`src/rtl/key_debounce.sv`:
```
// key_debounce: debounces a raw active-low key pin and generates press, release
// and long-press event pulses. Every output is registered.
module key_debounce #(
    parameter int unsigned DEB_CYCLES  = 1_000_000,
    parameter int unsigned LONG_CYCLES = 50_000_000
) (
    input  logic sys_clk,
    input  logic sys_rst,
    input  logic key,
    output logic key_filter,
    output logic key_press,
    output logic key_release,
    output logic key_long
);

    localparam int unsigned DEB_W  = $clog2(DEB_CYCLES);
    localparam int unsigned LONG_W = $clog2(LONG_CYCLES);
    localparam logic [DEB_W-1:0]  DEB_LAST  = DEB_W'(DEB_CYCLES - 1);
    localparam logic [LONG_W-1:0] LONG_LAST = LONG_W'(LONG_CYCLES - 1);

    typedef enum logic [1:0] {
        IDLE,
        PRESS_DEB,
        PRESSED,
        RELEASE_DEB
    } state_t;

    state_t              state, state_next;
    logic                sync1, key_sync;
    logic [DEB_W-1:0]    deb_cnt, deb_next;
    logic [LONG_W-1:0]   long_cnt, long_next;
    logic                long_done, done_next;
    logic                filter_next, press_next, release_next, long_pulse_next;

    // Two-flop synchronizer; idles high so reset looks like a released key.
    always_ff @(posedge sys_clk or posedge sys_rst) begin
        if (sys_rst) begin
            sync1    <= 1'b1;
            key_sync <= 1'b1;
        end else begin
            sync1    <= key;
            key_sync <= sync1;
        end
    end

    // State, counters and registered outputs.
    always_ff @(posedge sys_clk or posedge sys_rst) begin
        if (sys_rst) begin
            state       <= IDLE;
            deb_cnt     <= '0;
            long_cnt    <= '0;
            long_done   <= 1'b0;
            key_filter  <= 1'b1;
            key_press   <= 1'b0;
            key_release <= 1'b0;
            key_long    <= 1'b0;
        end else begin
            state       <= state_next;
            deb_cnt     <= deb_next;
            long_cnt    <= long_next;
            long_done   <= done_next;
            key_filter  <= filter_next;
            key_press   <= press_next;
            key_release <= release_next;
            key_long    <= long_pulse_next;
        end
    end

    // Next-state, counter and output-pulse decode.
    always_comb begin
        state_next      = state;
        deb_next        = deb_cnt;
        long_next       = long_cnt;
        done_next       = long_done;
        filter_next     = key_filter;
        press_next      = 1'b0;
        release_next    = 1'b0;
        long_pulse_next = 1'b0;
        case (state)
            IDLE: begin
                filter_next = 1'b1;
                if (!key_sync) begin
                    state_next = PRESS_DEB;
                    deb_next   = '0;
                end
            end
            PRESS_DEB: begin
                if (key_sync) begin
                    state_next = IDLE;
                    deb_next   = '0;
                end else if (deb_cnt == DEB_LAST) begin
                    state_next  = PRESSED;
                    deb_next    = '0;
                    filter_next = 1'b0;
                    press_next  = 1'b1;
                    long_next   = '0;
                    done_next   = 1'b0;
                end else begin
                    deb_next = deb_cnt + DEB_W'(1);
                end
            end
            PRESSED: begin
                // The long-press check is independent of the release edge so a
                // long event landing on the same edge as a release is still issued.
                if (!long_done) begin
                    if (long_cnt == LONG_LAST) begin
                        long_pulse_next = 1'b1;
                        done_next       = 1'b1;
                    end else if (!key_sync) begin
                        long_next = long_cnt + LONG_W'(1);
                    end
                end
                if (key_sync) begin
                    state_next = RELEASE_DEB;
                    deb_next   = '0;
                end
            end
            RELEASE_DEB: begin
                if (!key_sync) begin
                    state_next = PRESSED;
                    deb_next   = '0;
                end else if (deb_cnt == DEB_LAST) begin
                    state_next   = IDLE;
                    deb_next     = '0;
                    filter_next  = 1'b1;
                    release_next = 1'b1;
                end else begin
                    deb_next = deb_cnt + DEB_W'(1);
                end
            end
            default: begin
                state_next = IDLE;
            end
        endcase
    end

endmodule

```
`config.mk`:
```
export PLATFORM = sky130hd
export DESIGN_NAME = key_debounce
export DESIGN_NICKNAME = d
export VERILOG_FILES = /design/src/rtl/key_debounce.sv
export SDC_FILE = /design/constraint.sdc
export NUM_CORES = 1
export LEC_CHECK = 0
export ABC_AREA = 1
export CAP_MARGIN = 10
export CORE_MARGIN = 2
export CORE_UTILIZATION = 70
export CTS_BUF_LIST = sky130_fd_sc_hd__clkbuf_8
export CTS_CLUSTER_SIZE = 20
export DETAILED_ROUTE_END_ITERATION = 10
export HOLD_SLACK_MARGIN = 0.15
export PLACE_DENSITY = 0.89
export SYNTH_ARGS = -nofsm -noshare
export SYNTH_HDL_FRONTEND = slang
export SYNTH_SLANG_ARGS = --single-unit
```
`constraint.sdc`:
```
create_clock -name sys_clk -period 5 [get_ports sys_clk]
set_input_delay 0.5 -clock sys_clk [delete_from_list [all_inputs] [get_ports sys_clk]]
set_output_delay 0.5 -clock sys_clk [all_outputs]
set_load 0.01 [all_outputs]
```
==> results of run 1 <==
==> cell families after synthesis <==
logic type,share of synthesized area
fa+ha+maj,0.006837
flops,0.3771
compound gates,0.04889
buf+inv,0.08615
xor+xnor,0.04068
simple gates,0.4403
==> Yosys cell counts, types with 2 or more instances <==
master	instances	area (um^2)
nand2_1	174	653.1
nor2_1	87	326.6
dfrtp_1	52	1301
nand3_1	48	240.2
inv_1	47	176.4
nor3_1	13	65.06
nand2_2	12	75.07
xor2_1	11	96.34
o22ai_1	10	62.56
inv_2	8	30.03
nor2_2	8	50.05
buf_2	7	35.03
nand4_1	6	37.54
o21ai_2	6	52.55
xnor2_1	6	52.55
nor2_4	4	45.04
o21ai_0	4	20.02
buf_6	3	33.78
dfstp_2	3	78.83
nand3_2	3	30.03
a21oi_1	2	10.01
ha_1	2	25.02
o21ai_1	2	10.01
==> final cells by class <==
type,count,area share
flip-flops and latches,55,0.3620
clock buffers,5,0.01805
inverters,57,0.05678
clock inverters,3,0.005251
multi-input cells,408,0.5153
repair buffers,8,0.01969
well taps,70,0.02297
==> worst max-delay path, stage by stage (launching register included) <==
cell,delay [ps]
dfrtp_1,440
inv_1,130
nand2_1,540
nor3_1,410
nand2_2,350
nand2_4,440
nand2_1,120
o21ai_2,70
==> metrics by stage <==
| step | hold slack, ps | cells | cell area (um^2) | total power [mW] | util |
|---|---|---|---|---|---|
| 6_report | 364.9 | 606 | 3812 | 0.9627 | 0.7512 |
| 2_1_floorplan | 345.2 | 534 | 3660 | 0.6885 | - |
| 3_3_place_gp | 346.0 | 598 | 3724 | 0.7111 | 0.7337 |
| 3_5_place_dp | 354.0 | 598 | 3724 | 0.7243 | 0.7337 |
| 4_1_cts | 367.9 | 606 | 3812 | 0.9642 | 0.7512 |
| 5_1_grt | 370.5 | 606 | 3812 | 1.019 | 0.7512 |
==> worst min-delay path by stage <==
stage	slack (ps)	to	from
after floorplan	350	key_sync	sync1
after global placement	350	key_sync	sync1
after detailed placement	350	key_sync	sync1
after CTS	370	key_sync	sync1
after global routing	370	key_sync	sync1
final	360	key_sync	sync1
==> power by group <==
group          leakage [nW]  internal (mW)  switching [mW]
clock network        0.0402         0.0978           0.146
registers             0.753          0.467          0.0306
logic                 0.815         0.0482           0.173
==> routing by layer <==
| metal | vias to the layer above | GRT usage | wire (um) |
|---|---|---|---|
| met1 | 1478 | 0.4540 | 4037 |
| met5 | - | 0 | 0 |
| met4 | 0 | 0.05818 | 71 |
| li1 | 1672 | - | - |
| met3 | 8 | 0.05095 | 421 |
| met2 | 94 | 0.4195 | 3331 |
==> sequential cells by signal, indices dropped and copies added (netlist names), named ones only <==
| register | cells |
|---|---|
| deb_cnt | 20 |
| key_filter | 1 |
| key_long | 1 |
| key_press | 1 |
| key_release | 1 |
| key_sync | 1 |
| long_cnt | 26 |
| long_done | 1 |
| state | 1 |
| sync1 | 1 |
==> impl_metrics.toml, run 1 <==
[timing]
slew_headroom = 0.3788
skew_ps = 17.28
clock.fmax_ghz = 0.3847
rsz0062_at_grt = "no"
setup_violations = 0
period_share = 0.5199
fin_crit_ps = 2599
timing.setup.tns_ps = 0
hold_viol = 0
tightest_slew_ps = 929.5
worst_slack_ps = 2401
slew_violations = 0

[global_route]
grt_overflow_total = 0
grt_max_degree = 56
antenna_found_initial = 0
grt_pass1_vias = 3028
grt_pass1_wl_um = 13710
grt_util_all_layers = 0.2883

[cts]
cts_root_buffer = "clkbuf_8"
cts-hold-fix-buffers = 0
cts_made_buffers = 5
cts_buffer_depth = 2
cts.sinks = 55
postCtsResizedCells = 0
htree_levels = 2
clk_pin_slew_ps = 110
postCtsSetupRepairBufs = 0
cts_tree = "built"
clkLatencyLatePin_ps = 320

[die]
die_h_um = 76.31
dieArea_um2 = 5822
ios = 7
fp.coreArea_um2 = 5075
die_w_um = 76.31
placementRows = 26
start_util = 0.7212

[worst_setup_path]
cp.arrival_ps = 2830
worst_ep_required_time_ps = 5230
critPathMaxFanout = 32
crit_type = "flop to flop"
r2r-end = "long_cnt[3]"
reg2reg_slack_ps = 2400
start_kind = "flop"
reg2reg_depth = 7
endpoint_kind = "flop"
r2r_start = "state[0]"
endpoint = "long_cnt[3]"
cp-startpoint = "state[0]"

[run]
drv_cap = 0

[layout]
final_common_cell = "nand2_1"
finalNetCount = 540
fillCellCount = 416
antenna_cells = 0
regArea_um2 = 1380
drive_gt1_frac = 0.1157
layout_common_cells = "nand2_1 (174), nor2_1 (87), dfrtp_1 (52)"
syn_to_final_growth_pct = 4.171
multi_input_area_um2 = 1964

[logic_synthesis]
synthesis.area_um2 = 3660
syn_nets = 539
syn_inst = 534
syn_avg_cell_area_um2 = 6.853
ys_seq_elements = 55
ys.flop_type = "dfrtp_1"
ys_warn_count = 0
synth-async-reset-ratio = 1.000
seq_area_frac_synth = 0.3771
synth-edff-count = 0
synth_cell_types = 39

[power_and_ir_drop]
cellLeakagePower_nw = 1.608
vdd_ir_drop_max_v = 0.0003472
p_per_area_nw_per_um2 = 252.5

[status]
status = "completed"

[place]
pre_cts_ws_ps = 2485
io_buffers = 6
gp_congestion = 0.9399
hpwl_um = 5763

[detailed_routing]
viasPerCell = 5.366
wire_per_inst_um = 12.97
drt_iter0_markers = 284
antenna_left = 0
drc_errors = 0
routed-via-count = 3252
drt-total-wl_um = 7860
drtPass1Iterations = 5

[worst_hold_path]
whs_path_depth = 0
min_path_type = "flop to flop"
Note: power is estimated with default switching activity, not from simulation.
==> inputs of run 2 (changes only) <==
--- a/config.mk
+++ b/config.mk
@@ -8,12 +8,12 @@
 export ABC_AREA = 1
 export CAP_MARGIN = 10
 export CORE_MARGIN = 2
-export CORE_UTILIZATION = 70
+export CORE_UTILIZATION = 65
 export CTS_BUF_LIST = sky130_fd_sc_hd__clkbuf_8
 export CTS_CLUSTER_SIZE = 20
 export DETAILED_ROUTE_END_ITERATION = 10
 export HOLD_SLACK_MARGIN = 0.15
-export PLACE_DENSITY = 0.89
+export PLACE_DENSITY = 0.84
 export SYNTH_ARGS = -nofsm -noshare
 export SYNTH_HDL_FRONTEND = slang
 export SYNTH_SLANG_ARGS = --single-unit
==> constraint.sdc (replaced) <==
create_clock -name sys_clk -period 2.42 [get_ports sys_clk]
set_input_delay 0.242 -clock sys_clk [delete_from_list [all_inputs] [get_ports sys_clk]]
set_output_delay 0.242 -clock sys_clk [all_outputs]
set_load 0.01 [all_outputs]
==> run 2 against run 1 <==
Compared with the run above: clock skew is 6.1 ps lower; worst setup slack worse by 2000 ps; total power rose by 130%; sequential share of layout area shrank 0.65 points; flip-flop and latch count is the same; die area is 7.3% higher; sequential power is 110% higher; via count rose by 0.58%; clock power grew to 2.7 times the previous value; critical endpoint is now deb_cnt[19]; routed wire length is 5.7% higher.
==> impl_metrics.toml, run 2 (synthesized netlist as in run 1, its figures left out) <==
[detailed_routing]
routed.top_layer = "met4"
drt-total-wl_um = 8309
drt-met1-wl_um = 4248
drc_errors = 0
routed-via-count = 3271
antenna_left = 0
drt_iter0_markers = 309
met3_length_um = 571
viasPerCell = 5.354
wl_met2_um = 3430
drtPass1Iterations = 8
wire_per_inst_um = 13.60

[power_and_ir_drop]
p_switching_mw = 0.7515
cellLeakagePower_nw = 1.647
internal-power_mw = 1.425
comb_power_share = 0.225
pwr-share-clk = 0.303
swShare = 0.3453
p_per_area_nw_per_um2 = 560.5
seqPwrFrac = 0.472
vdd_ir_drop_max_v = 0.0006382

[layout]
fillCellCount = 483
fin_area_um2 = 3882
multi_input_area_um2 = 1964
top_regs = "long_cnt (26), deb_cnt (20)"
antenna_cells = 0
layout_common_cells = "nand2_1 (174), nor2_1 (87), dfrtp_1 (52)"
syn_to_final_growth_pct = 6.085
finalNetCount = 543
final_common_cell = "nand2_1"
drive_gt1_frac = 0.1206
regMostFlops = "long_cnt"
largest_reg_flops = 26
regArea_um2 = 1380

[cts]
clkLatencyLatePin_ps = 310
postCtsSetupRepairBufs = 0
cts.sinks = 55
cts_made_buffers = 5
cts_buffer_depth = 2
postCtsResizedCells = 0
htree_levels = 2
cts_root_buffer = "clkbuf_8"
clk_pin_slew_ps = 110
cts-hold-fix-buffers = 0
cts_tree = "built"

[timing]
tightest_slew_ps = 471.6
skew_ps = 11.14
slew_violations = 0
fin_crit_ps = 1975
hold_ws_ps = 247.2
clock.fmax_ghz = 0.5064
setup_violations = 0
timing.setup.tns_ps = 0
slew_headroom = 0.6851
period_share = 0.8159
hold_viol = 0
rsz0062_at_grt = "no"

[worst_setup_path]
cp_slowest_cell = "dfrtp_1"
cp.arrival_ps = 2190
endpoint_kind = "flop"
critPathMaxFanout = 15
start_kind = "flop"
crit_path_max_incr_delay_ps = 460
crit_type = "flop to flop"
worst_ep_required_time_ps = 2640
cp_num_buf_inv = 2
cp_cell_sequence = "ha_1 > nand2_2 > nor2_4 > inv_2 > nor2_8 > nand3_2 > nand2_2 > inv_2 > nand3_1 > nand2_1"
critPathTopFamily = "simple AND/OR/NAND/NOR gates"

[die]
die_w_um = 79.04
die_h_um = 79.04
ios = 7
start_util = 0.6687
fp.coreArea_um2 = 5473
dieArea_um2 = 6247
placementRows = 27

[global_route]
grt_util_all_layers = 0.2906
antenna_found_initial = 0
grt_pass1_wl_um = 14450
grt_max_degree = 36
grt_overflow_total = 0
grt_pass1_vias = 3017

[place]
gp_congestion = 0.9358
place_area_um2 = 3761
io_buffers = 6
hpwl_um = 6016

[status]
status = "completed"

[run]
drv_cap = 0

[worst_hold_path]
min_path_type = "primary input to async pin"
==> run 2: cell count changes in the layout (fill, tap and decap cells not counted), sizes merged <==
| cell | change |
|---|---|
| clkinv | -1 |
| bufinv | +1 |
| clkbuf | +1 |
| inv | +1 |
| clkinvlp | -2 |
| buf | +3 |
==> run 2: through the flow <==
| step | worst slack (ps) | cells | power, mW | utilization |
|---|---|---|---|---|
| finish | 445.4 | 611 | 2.176 | 0.7094 |
| global placement | 564.6 | 603 | 1.508 | 0.6872 |
| global route | 251.4 | 611 | 2.278 | 0.7094 |
| CTS | 463.1 | 611 | 2.183 | 0.7094 |
| detailed placement | 474.8 | 603 | 1.525 | 0.6872 |
| floorplan | 831.0 | 534 | 1.422 | - |
==> run 2: metal layers <==
metal,vias to the layer above,GRT usage
met2,93,0.3992
met5,-,0
li1,1675,-
met4,0,0.06379
met3,5,0.04545
met1,1498,0.4770
==> run 2: final timing paths <==
check	to	cells after the start	startpoint	slack, ps
setup / recovery	deb_cnt[19]	10	deb_cnt[0]	450
max in group asynchronous	key_sync	3	sys_rst	1550
setup reg to reg	deb_cnt[19]	10	deb_cnt[0]	450
hold reg to reg	key_sync	0	sync1	380
hold / removal	deb_cnt[19]	2	sys_rst	250
min in group sys_clk	sync1	1	key	320
==> run 2: power groups by stage <==
| stage | combinational, mW | clock (mW) | sequential, mW |
|---|---|---|---|
| after floorplan | 0.394 | 0 | 1.03 |
| after global placement | 0.468 | 0 | 1.04 |
| after detailed placement | 0.481 | 0 | 1.04 |
| after CTS | 0.484 | 0.673 | 1.03 |
| after global routing | 0.537 | 0.703 | 1.04 |
| final | 0.489 | 0.660 | 1.03 |
==> run 2: layout make-up <==
type,instances,area share
Tap cell,72,0.02320
Multi-Input combinational cell,408,0.5060
Sequential cell,55,0.3555
Timing Repair Buffer,11,0.02836
Clock inverter,2,0.009990
Clock buffer,6,0.02127
Inverter,57,0.05575
==> run 2: worst reg2reg max path: stages, from the launching register on <==
cell	delay [ps]
dfrtp_1	460
ha_1	290
nand2_2	120
nor2_4	110
inv_2	80
nor2_8	120
nand3_2	110
nand2_2	270
inv_2	150
nand3_1	110
nand2_1	50
==> RTL edit, RTL diff (config.mk and constraints of run 1) <==
Compare `long_cnt` against `LONG_LAST` with >= in place of ==.
--- a/src/rtl/key_debounce.sv
+++ b/src/rtl/key_debounce.sv
@@ -104,5 +104,5 @@
                 // long event landing on the same edge as a release is still issued.
                 if (!long_done) begin
-                    if (long_cnt == LONG_LAST) begin
+                    if (long_cnt >= LONG_LAST) begin
                         long_pulse_next = 1'b1;
                         done_next       = 1'b1;
Formal check against the unedited RTL: same outputs for any inputs over 10 cycles, from zero or initial values and one cycle with sys_rst high; that may be too few to reach the edited logic, so the function may still have changed.
==> RTL edit against run 1 <==
- combinational power rose by 12%
- total power increased by 6.7%
- maximum frequency grew 7.6%
- largest cell class unchanged
- routed wire length grew 8.8%
- cell count is 2.3% higher
- sequential cell count unchanged
- clock power rose by 11%
- largest power group unchanged
- setup slack better by 0.18 ns
- design area up 2.4%
- area after synthesis rose by 2.7%
==> RTL edit: results (changes against run 1) <==
----------------------------------------------------
[Power]
  Worst VDD drop ... 0.000258 V (was 0.000347 V)
  LEAKAGE ... 1.72 nW (was 1.61 nW)

[Clocking]
  Number of buffers inserted during clock tree synthesis ... 5 (unchanged)

[Drt]
  Number of vias per cell ... 5.61 (was 5.37)
  Final routed wire length divided by cell count ... 13.8 um (was 13.0 um)
  Starting DRC count in detailed routing ... 327 (was 284)

[Global routing]
  Total Routing Usage GR ... 0.308 (was 0.288)
  Wire length of the first global-routing pass ... 14600 um (was 13700 um)
  Vias in the first global route ... 3237 (was 3028)

[Placement]
  DP Worst Slack ... 2.65 ns (was 2.49 ns)
  Total half-perimeter wirelength after legalization and detailed placement ... 6200 um (was 5760 um)
  Gpl congestion ... 0.970 (was 0.940)

[Yosys]
  Share of the yosys chip area belonging to registers ... 0.367 (was 0.377)
  Top post-synthesis cells by area ... dfrtp_1 (35%), nand2_1 (20%), nor2_1 (9.1%), nand3_1 (5.5%), nand3_2 (5.3%) (was dfrtp_1 (36%), nand2_1 (18%), nor2_1 (8.9%), nand3_1 (6.6%), inv_1 (4.8%))
  Distinct cell type count of the synthesized netlist ... 34 (was 39)
  Synth cell count leaders ... nand2_1 (198), nor2_1 (91), dfrtp_1 (52), inv_1 (47), nand3_1 (41) (was nand2_1 (174), nor2_1 (87), dfrtp_1 (52), nand3_1 (48), inv_1 (47))

[Setup path]
  Biggest cell delay along the critical path ... 0.48 ns (was 0.54 ns)
  Largest driver fanout on the critical path ... 27 (was 32)
  Data arrival time of the critical path ... 2.68 ns (was 2.83 ns)
  Master of the slowest instance on the critical path ... dfrtp_1 (was nand2_1)

[Status]
  Run status ... finished, final reports clean (unchanged)

[Cells and area]
  Number of fillers in the final layout ... 429 (was 416)
  Layout cell share with drive strength beyond 1 ... 0.107 (was 0.116)
  Number of nets in the layout ... 554 (was 540)

[Hold path]
  Class of the tightest hold or removal check ... register to register (unchanged)

[Timing]
  Skew final ... 0.00805 ns (was 0.0173 ns)

----------------------------------------------------
RTL edit: stage by stage:
step | power (mW) | instances | hold slack, ns | utilization | cell area, um2
after floorplan | 0.724 | 547 | 0.345 | - | 3760
after global placement | 0.755 | 612 | 0.351 | 0.741 | 3810
after detailed placement | 0.760 | 612 | 0.359 | 0.741 | 3810
after CTS | 1.03 | 620 | 0.378 | 0.759 | 3900
after global routing | 1.08 | 620 | 0.378 | 0.759 | 3900
final | 1.03 | 620 | 0.375 | 0.759 | 3900
RTL edit: report_power, final:
| part | total [mW] | leakage, nW | switching [mW] | internal, mW |
|---|---|---|---|---|
| Clock | 0.271 | 0.0467 | 0.167 | 0.104 |
| Combinational | 0.248 | 0.918 | 0.191 | 0.0566 |
| Sequential | 0.508 | 0.753 | 0.0408 | 0.467 |
RTL edit: logic make-up (layout without fill, tap and decap cells):
kind of cell             count (synthesis)  count (layout)  share of synthesized area
AO/OA/AOI/OAI                           33              33                     0.0489
XOR/XNOR                                14              14                     0.0326
buffers and inverters                   64              67                     0.0812
AND/OR/NAND/NOR                        379             379                      0.463
flip-flops                              55              55                      0.367
adder cells (fa/ha/maj)                  2               2                    0.00666
RTL edit: area by class of cell:
class,count,area (um2),area share
Multi-Input combinational cell,428,2070,0.531
Sequential cell,55,1380,0.354
Inverter,51,191,0.0490
Tap cell,70,87.6,0.0224
Timing Repair Buffer,8,75.1,0.0192
Clock buffer,5,68.8,0.0176
Clock inverter,3,27.5,0.00705
RTL edit: worst max-delay path, delay by kind of cell (launching register included):
family / cells / cell delay (ns)
and+or+nand+nor: 9 / 1.56
DFF: 1 / 0.48
adders and majority gates: 1 / 0.30
RTL edit: final timing paths:
kind | from | end | slack [ns] | depth (start not counted)
setup / recovery | long_cnt[0] | long_cnt[18] | 2.58 | 10
hold / removal | sync1 | key_sync | 0.38 | 0
setup reg to reg | long_cnt[0] | long_cnt[18] | 2.58 | 10
hold reg to reg | sync1 | key_sync | 0.38 | 0
max in group asynchronous | sys_rst | long_done | 3.86 | 3
min in group asynchronous | sys_rst | long_cnt[19] | 0.67 | 3
RTL edit: layer usage:
metal | wire length, um | global-route usage | up-vias | share of wire
li1 | - | - | 1720 | -
met1 | 4020 | 0.463 | 1627 | 0.47
met2 | 3840 | 0.467 | 125 | 0.45
met3 | 591 | 0.0412 | 9 | 0.069
met4 | 93 | 0.0911 | 0 | 0.011
met5 | 0 | 0 | - | 0
